`src/rtl/sv_rand_pkg.sv`:
```
// Shared types and constants for the sv_rand_pool entropy pool: delivery FSM
// states and the whitening LFSR feedback mask.
package sv_rand_pkg;

    typedef enum logic [1:0] {
        FILL    = 2'd0,
        FULL    = 2'd1,
        DELIVER = 2'd2
    } state_e;

    localparam logic [31:0] LFSR_MASK = 32'h8020_0003;

endpackage

```
`src/rtl/sv_lfsr.sv`:
```
// 32-bit right-shifting Galois LFSR with step enable. A zero seed locks the
// register at zero, which the pool uses to disable whitening.
module sv_lfsr
    import sv_rand_pkg::*;
#(
    parameter logic [31:0] SEED = 32'hACE1_2468,
    parameter logic [31:0] MASK = LFSR_MASK
) (
    input  logic        clk,
    input  logic        areset,
    input  logic        step,
    output logic [31:0] state
);

    logic [31:0] state_reg;
    logic [31:0] state_next;

    // Each bit takes its upper neighbour, xored with the feedback bit where the mask taps.
    genvar gi;
    generate
        for (gi = 0; gi < 31; gi++) begin : g_tap
            assign state_next[gi] = state_reg[gi+1] ^ (state_reg[0] & MASK[gi]);
        end
    endgenerate
    assign state_next[31] = state_reg[0] & MASK[31];

    always_ff @(posedge clk or negedge areset) begin
        if (!areset) begin
            state_reg <= SEED;
        end else if (step) begin
            state_reg <= state_next;
        end
    end

    assign state = state_reg;

endmodule

```
`src/rtl/sv_rand_pool.sv`:
```
// Entropy pool feeding the signing core's random-scalar input: whitens raw words,
// packs them MSB-first into a block and delivers it on request.
// Optional repetition-count health test enabled by defining SV_RAND_HEALTH_EN.
module sv_rand_pool
    import sv_rand_pkg::*;
#(
    parameter int          BLOCK_SIZE = 256,
    parameter int          ENT_WIDTH  = 8,
    parameter logic [31:0] LFSR_SEED  = 32'hACE1_2468,
    parameter int          REP_LIMIT  = 4,
    localparam int         NWORDS     = BLOCK_SIZE / ENT_WIDTH,
    localparam int         FILL_W     = $clog2(NWORDS) + 1
) (
    input  logic                  clk,
    input  logic                  areset,
    input  logic [ENT_WIDTH-1:0]  ent_i,
    input  logic                  ent_valid_i,
    output logic                  ent_ready_o,
    input  logic                  rand_req_i,
    output logic                  rand_ready_o,
    output logic [BLOCK_SIZE-1:0] rand_o,
    output logic [FILL_W-1:0]     fill_o,
    output logic                  health_err_o
);

    state_e                state_reg;
    logic [BLOCK_SIZE-1:0] pool_reg;
    logic [BLOCK_SIZE-1:0] rand_reg;
    logic [FILL_W-1:0]     fill_reg;
    logic                  ready_reg;
    logic                  rand_ready_reg;
    logic                  health_reg;

    logic [31:0]           lfsr_state;
    logic                  lfsr_unused;
    logic                  accept;
    logic                  last_word;
    logic                  rep_fail;
    logic [ENT_WIDTH-1:0]  white_word;

    // ready_reg is only ever set while in FILL, so it also gates the accept.
    assign accept     = ent_valid_i & ready_reg;
    assign last_word  = (fill_reg == FILL_W'(NWORDS - 1));
    assign white_word = ent_i ^ lfsr_state[ENT_WIDTH-1:0];
    assign lfsr_unused = ^lfsr_state[31:ENT_WIDTH];

    sv_lfsr #(
        .SEED (LFSR_SEED),
        .MASK (LFSR_MASK)
    ) u_lfsr (
        .clk    (clk),
        .areset (areset),
        .step   (accept),
        .state  (lfsr_state)
    );

`ifdef SV_RAND_HEALTH_EN
    logic [ENT_WIDTH-1:0] last_reg;
    logic [3:0]           rep_reg;
    logic [3:0]           rep_next;

    // A zero count means no previous word, so the first word after a clear is always new.
    always_comb begin
        rep_next = 4'd1;
        if ((rep_reg != 4'd0) && (ent_i == last_reg)) begin
            rep_next = rep_reg + 4'd1;
        end
    end

    assign rep_fail = accept && (rep_next == 4'(REP_LIMIT));

    always_ff @(posedge clk or negedge areset) begin
        if (!areset) begin
            last_reg <= '0;
            rep_reg  <= 4'd0;
        end else if (rep_fail) begin
            last_reg <= '0;
            rep_reg  <= 4'd0;
        end else if (accept) begin
            last_reg <= ent_i;
            rep_reg  <= rep_next;
        end
    end
`else
    localparam int REP_LIMIT_UNUSED = REP_LIMIT;
    assign rep_fail = 1'b0;
`endif

    // rand_o and rand_ready_o are loaded on the FULL->DELIVER edge so the pulse
    // and the fresh block are both presented during the DELIVER cycle.
    always_ff @(posedge clk or negedge areset) begin
        if (!areset) begin
            state_reg      <= FILL;
            pool_reg       <= '0;
            fill_reg       <= '0;
            rand_reg       <= '0;
            ready_reg      <= 1'b0;
            rand_ready_reg <= 1'b0;
            health_reg     <= 1'b0;
        end else begin
            rand_ready_reg <= 1'b0;
            health_reg     <= 1'b0;
            case (state_reg)
                FILL: begin
                    ready_reg <= 1'b1;
                    if (rep_fail) begin
                        pool_reg   <= '0;
                        fill_reg   <= '0;
                        health_reg <= 1'b1;
                    end else if (accept) begin
                        pool_reg <= {pool_reg[BLOCK_SIZE-ENT_WIDTH-1:0], white_word};
                        fill_reg <= fill_reg + FILL_W'(1);
                        if (last_word) begin
                            state_reg <= FULL;
                            ready_reg <= 1'b0;
                        end
                    end
                end
                FULL: begin
                    ready_reg <= 1'b0;
                    if (rand_req_i) begin
                        state_reg      <= DELIVER;
                        rand_reg       <= pool_reg;
                        rand_ready_reg <= 1'b1;
                    end
                end
                DELIVER: begin
                    pool_reg  <= '0;
                    fill_reg  <= '0;
                    ready_reg <= 1'b1;
                    state_reg <= FILL;
                end
                default: begin
                    state_reg <= FILL;
                    ready_reg <= 1'b0;
                end
            endcase
        end
    end

    assign ent_ready_o  = ready_reg;
    assign rand_ready_o = rand_ready_reg;
    assign rand_o       = rand_reg;
    assign fill_o       = fill_reg;
    assign health_err_o = health_reg;

endmodule

```
`config.mk`:
```
export PLATFORM = sky130hd
export DESIGN_NAME = sv_rand_pool
export DESIGN_NICKNAME = d
export VERILOG_FILES = /design/src/rtl/sv_rand_pkg.sv /design/src/rtl/sv_lfsr.sv /design/src/rtl/sv_rand_pool.sv
export SDC_FILE = /design/constraint.sdc
export NUM_CORES = 1
export LEC_CHECK = 0
export ABC_AREA = 1
export BUFFER_PORTS_ARGS = -buffer_cell sky130_fd_sc_hd__buf_2
export CAP_MARGIN = 20
export CORE_MARGIN = 8
export CORE_UTILIZATION = 40
export DETAILED_ROUTE_END_ITERATION = 6
export GPL_TIMING_DRIVEN = 1
export SLEW_MARGIN = 20
export SYNTH_ARGS = -nofsm -noshare
export SYNTH_HDL_FRONTEND = slang
export SYNTH_SLANG_ARGS = --single-unit
```
`constraint.sdc`:
```
create_clock -name clk -period 1.4 [get_ports clk]
set_clock_uncertainty 0.1 [all_clocks]
set_input_delay 0.21 -clock clk [delete_from_list [all_inputs] [get_ports clk]]
set_output_delay 0.21 -clock clk [all_outputs]
set_load 0.01 [all_outputs]
```
==> impl_metrics.toml, run 1 <==
[hold_path]
hold_path_class = "input pin to flop"
hold_path_depth = 5
worstHoldEndpoint = "state_reg[0]$_DFFE_PN0P_"
hp-start = "ent_valid_i"

[route]
via_per_inst = 5.02
drtPass1Iterations = 5
routed-via-count = 15400
dr_wl_met3_mm = 3.17
drcViolationCount = 0
top_layer = "met5"
m1WireLength_mm = 25.7
wl_met2_mm = 28.6
ant_nets = 0
dr.first_iter.drc_count = 1131
wl_mm = 58.8
wl_per_cell_um = 19.2

[worst_setup_path]
cp-startpoint = "ent_ready_o$_DFF_PN0_"
cp.required_ns = 1.81
end_kind = "flop"
reg2reg_from = "ent_ready_o$_DFF_PN0_"
reg2regPathDepth = 7
r2r_setup_slack_ns = -0.17
worst-path-max-fanout = 17
arrival_ns = 1.98
critPathKind = "flop to flop"
critPathLaunchType = "flop"
timing.rr.end = "pool_reg[97]$_DFFE_PN0P_"

[yosys]
yosys_warnings = 0
syn_inst = 1905
synth_nets = 1918
synth-seq-cells = 554
synth_area_per_cell_um2 = 10.7
ys_types = 21
syn-cell-area_um2 = 20400
synth_seq_area_share = 0.680

[power]
ir_drop_mv = 0.994
power_uw = 52700
power_density_nw_per_um2 = 1870
power.leakage_uw = 0.0136

[timing]
final_hold_viol_count = 0
timing.fmax_mhz = 638
rsz0062_at_grt = "yes"
fin_crit_sh = 1.12
fin_ws_ns = -0.168
slew_viol_final = 0
hold_ws_ns = 0.0906
setup_viol_count_final = 713
fin_setup_tns_ns = -47.80
period_minus_slack_ns = 1.57

[die]
initial_core_util = 0.406
core-area_um2 = 50300
die_x_um = 242
die_h_um = 242
num_rows = 82
io_pins = 277
die-area_um2 = 58500

[clock_network]
htreeDepth = 2
clock_path_buffers = 3
clock_latency_ns = 0.59
clockRootBuffer = "clkbuf_16"
path_clk_slew_ns = 0.06
cts_sinks = 554
cts_made_buffers = 57
cts_tree = "yes"

[global_routing]
grt-ovfl-total = 0
antenna_found_initial = 2
track_usage = 0.182
grt_pass1_wl_mm = 87.0
grt_pass1_vias = 15400
grt_max_degree = 78

[placed_design]
placed_area_um2 = 23300
preCtsSetupSlack_ns = -0.127
dp_hpwl_mm = 35.2
place.gp.congestion = 0.792
io_buffers = 275

[cells_and_area]
area_growth_syn_to_layout_pct = 38.0
finalNetCount = 2360
design_area_um2 = 28200
final.fill_count = 4248
layout-drive-gt1-share = 0.304

[run]
max_cap_violations = 0

[outcome]
violations = "negative setup slack"
status = "complete, but fails checks"
## cell usage in the layout, fill, tap and decap left out, types with 3 or more instances in the layout
cell type | synthesis | routed
a21oi_1 | 3 | 3
buf_12 | 0 | 41
buf_16 | 0 | 25
buf_2 | 62 | 239
buf_4 | 24 | 99
buf_6 | 0 | 53
buf_8 | 0 | 10
bufbuf_16 | 0 | 4
bufinv_16 | 0 | 4
clkbuf_1 | 39 | 12
clkbuf_16 | 0 | 81
clkbuf_8 | 0 | 11
clkinv_2 | 0 | 14
clkinv_4 | 0 | 4
dfrtp_1 | 541 | 541
dfstp_2 | 13 | 13
dlygate4sd3_1 | 0 | 12
inv_1 | 276 | 276
nand2_1 | 301 | 292
nand2_2 | 3 | 3
nand2_4 | 0 | 7
nand2_8 | 0 | 7
nand3_1 | 67 | 67
nor2_1 | 11 | 11
o21ai_0 | 336 | 287
o21ai_1 | 12 | 29
o21ai_2 | 0 | 32
o22ai_1 | 167 | 123
o22ai_2 | 30 | 69
o22ai_4 | 0 | 5
xnor2_1 | 11 | 11
## Yosys cell counts
cell      instances  area share
inv_2             3     0.00055
o21ai_0         336       0.082
buf_1             2     0.00037
clkbuf_1         39      0.0072
nand2_2           3     0.00092
conb_1            1     0.00018
a21oi_1           3     0.00074
buf_2            62       0.015
nor2_1           11      0.0020
dfrtp_1         541        0.66
o21ai_1          12      0.0029
buf_4            24      0.0088
o22ai_2          30       0.018
o22ai_1         167       0.051
nand3_1          67       0.016
nand2_1         301       0.055
inv_1           276       0.051
nand3_2           2     0.00098
ha_1              1     0.00061
xnor2_1          11      0.0047
dfstp_2          13       0.017
## where the power goes
group          total [uW]  internal [uW]  switching (uW)
registers           22300          20300            2010
logic               14900           6540            8400
clock network       15400           9040            6330
total               52700          35900           16700
## critical path: stages, from the launching register on
cell	delay, ns
dfrtp_1	0.40
buf_6	0.13
nand3_4	0.10
buf_12	0.13
buf_12	0.13
nand2_8	0.12
buf_16	0.19
o22ai_1	0.17
## metrics by stage
step            util  instances
2_1_floorplan      -       1905
3_3_place_gp   0.463       2829
3_5_place_dp   0.463       2829
4_1_cts        0.533       3020
5_1_grt        0.560       3067
6_report       0.560       3067
## routing by layer
| layer | vias to the layer above | track usage |
|---|---|---|
| li1 | 7170 | - |
| met1 | 7713 | 0.249 |
| met2 | 406 | 0.293 |
| met3 | 103 | 0.0390 |
| met4 | 2 | 0.0490 |
| met5 | - | 0 |
## cells by family (layout without fill, tap and decap cells)
kind of cell | count (synthesis) | in the layout | synth area share
DFF | 554 | 554 | 0.680
AOI/OAI and AO/OA | 548 | 548 | 0.156
other | 1 | 2 | 0.000184
xor gates and xnor gates | 11 | 11 | 0.00472
buffers and inverters | 406 | 890 | 0.0829
and+or+nand+nor | 384 | 389 | 0.0757
adders and majority gates | 1 | 1 | 0.000613
## layout make-up
type / count / area (um^2) / area share
flip-flops and latches: 554 / 13900 / 0.493
multi-input cells: 950 / 5470 / 0.194
repair buffers: 505 / 5000 / 0.177
clock buffers: 82 / 1670 / 0.0594
inverters: 279 / 1050 / 0.0374
well taps: 672 / 841 / 0.0299
clock inverters: 24 / 241 / 0.00858
diodes: 1 / 2.50 / 0.0000889
## timing repair
action                     4_1_cts  5_1_grt
pin swaps                        3        6
gates resized for setup        111      146
buffers inserted                55       13
gates cloned                    19       32
hold endpoints to repair       564        6
hold buffers                    11        2
setup endpoints to repair      572      768
## worst max-delay path by stage
| stage | slack, ns | to | cells after the start |
|---|---|---|---|
| after floorplan | -0.003 | pool_reg[176]$_DFFE_PN0P_ | 6 |
| after global placement | -0.1 | pool_reg[51]$_DFFE_PN0P_ | 6 |
| after detailed placement | -0.13 | pool_reg[30]$_DFFE_PN0P_ | 5 |
| after CTS | -0.18 | fill_o[0] | 2 |
| after global routing | -0.24 | pool_reg[94]$_DFFE_PN0P_ | 7 |
| final | -0.17 | pool_reg[97]$_DFFE_PN0P_ | 7 |
No activity file was read; power rests on OpenSTA's default activity.
==> run 2, diff against run 1 <==
CORE_MARGIN = not set   (was 8)
==> run 2 against run 1 <==
Compared with the run above: the run still ends with negative setup slack left; clock power hardly changed; combinational power is 22% higher; worst hold slack worse by 0.060 ns.
==> impl_metrics.toml, run 2 (synthesis results as in run 1) <==
[timing]
timing.fmax_mhz = 629
fin_crit_sh = 1.14
fin_setup_tns_ns = -58.25
period_minus_slack_ns = 1.59
final_hold_viol_count = 0
rsz0062_at_grt = "yes"
slew_viol_final = 0
fin_ws_ns = -0.189
setup_viol_count_final = 773

[cells_and_area]
finalNetCount = 2401
final_common_cell = "dfrtp_1"
area_growth_syn_to_layout_pct = 46.3
layout-drive-gt1-share = 0.384
stdcell_count = 3107
final_cell_mix = "540 x dfrtp_1, 276 x inv_1, 271 x nand2_1"
n_antenna_cell = 0
final.fill_count = 3981
fin_util = 0.594

[power]
power_frac_clock = 0.276
comb_power_share = 0.324
p_seq_frac = 0.400
power_density_nw_per_um2 = 1880
p_int_uw = 37700
swShare = 0.330
power.leakage_uw = 0.0141
ir_drop_mv = 1.07
switchingPower_uw = 18500

[die]
die_x_um = 228
io_pins = 277
die-area_um2 = 51900
core-area_um2 = 50300
die_h_um = 228
initial_core_util = 0.406
num_rows = 82

[global_routing]
track_usage = 0.213
grt_pass1_wl_mm = 87.4
grt_max_degree = 89
grt-ovfl-total = 0
antenna_found_initial = 1
grt_pass1_vias = 15400
gr-max-usage-layer = "met2"
met3_usage = 0.0449
grt.met1_usage = 0.292
use_met2 = 0.342

[placed_design]
dp_hpwl_mm = 32.5
io_buffers = 275
dp_cells = 2799
preCtsSetupSlack_ns = -0.136
place.gp.congestion = 0.784

[outcome]
status = "complete, but fails checks"
violations = "negative setup slack"

[hold_path]
hold_path_class = "input pin to flop"
hold_path_depth = 5

[route]
dr.first_iter.drc_count = 1275
wl_per_cell_um = 19.9
via_per_inst = 5.11
routed-via-count = 15900
ant_nets = 0
drcViolationCount = 0
drtPass1Iterations = 5
wl_mm = 61.7

[clock_network]
path_clk_slew_ns = 0.06
cts_tree = "yes"
cts_made_buffers = 58
clock_latency_ns = 0.61
htreeDepth = 2
cts_sinks = 554
clock_path_buffers = 3
clockRootBuffer = "clkbuf_16"

[worst_setup_path]
critPathKind = "flop to flop"
critPathLaunchType = "flop"
path_cells = "buf_6, nand3_4, nand2_8, buf_12, buf_12, clkbuf_16, o22ai_1"
end_kind = "flop"
cp.required_ns = 1.83
worst-path-max-fanout = 7
worst_path_max_delay_cell = "dfrtp_1"
crit_path_max_incr_delay_ns = 0.40
path_common_cell = "buf_12"
arrival_ns = 2.02
reg2regPathDepth = 7

[run]
max_cap_violations = 0
[run 2: cell type report]
type / instances / area [um^2] / area share
flip-flops and latches: 554 / 13900 / 0.465
multi-input cells: 949 / 6550 / 0.219
repair buffers: 546 / 5590 / 0.187
clock buffers: 84 / 1710 / 0.0573
inverters: 279 / 1060 / 0.0354
well taps: 672 / 841 / 0.0282
clock inverters: 23 / 229 / 0.00767
[run 2: power groups by stage]
stage                     Sequential, uW  Clock (uW)  Combinational, uW
after detailed placement           22600           0              11000
after global placement             22500           0              10700
final                              22500       15500              18200
after CTS                          22300       15800              14300
after global routing               22900       16400              19600
after floorplan                    22500           0               6470
[run 2: worst paths after layout]
path	startpoint	endpoint	slack, ns
max	ent_ready_o$_DFF_PN0_	pool_reg[101]$_DFFE_PN0P_	-0.19
max in group asynchronous	areset	pool_reg[50]$_DFFE_PN0P_	0.38
min	ent_valid_i	state_reg[0]$_DFFE_PN0P_	0.03
max reg2reg	ent_ready_o$_DFF_PN0_	pool_reg[101]$_DFFE_PN0P_	-0.19
min reg2reg	rand_o[238]$_DFFE_PN0P_	rand_o[238]$_DFFE_PN0P_	0.38
min in group asynchronous	areset	rand_o[118]$_DFFE_PN0P_	0.14
[run 2: stage by stage]
stage | hold slack (ns) | power [uW] | instance area (um^2)
3_5_place_dp | -0.0312 | 33600 | 23100
4_1_cts | 0.0241 | 52400 | 27000
3_3_place_gp | -0.0339 | 33200 | 23100
5_1_grt | 0.0270 | 58900 | 29900
2_1_floorplan | -0.186 | 29000 | 20400
6_report | 0.0303 | 56200 | 29900
[run 2: critical path: cells and delay by family (launching register included)]
kind	cells	cell delay, ns
AOI/OAI and AO/OA	1	0.18
DFF	1	0.40
and+or+nand+nor	2	0.23
buffers and inverters	4	0.60
[run 2: repair_timing]
item,4_1_cts,5_1_grt
endpoints found under the setup margin,595,772
gates resized for setup,174,397
pin swaps,3,10
hold endpoints to repair,553,0
hold buffers,11,0
setup buffers,50,80
gates cloned,34,35
[run 2: metal layers]
metal | wire, um | vias to the layer above
li1 | - | 7260
met1 | 26800 | 8093
met2 | 30500 | 424
met3 | 3220 | 87
met4 | 1290 | 2
met5 | 13 | -
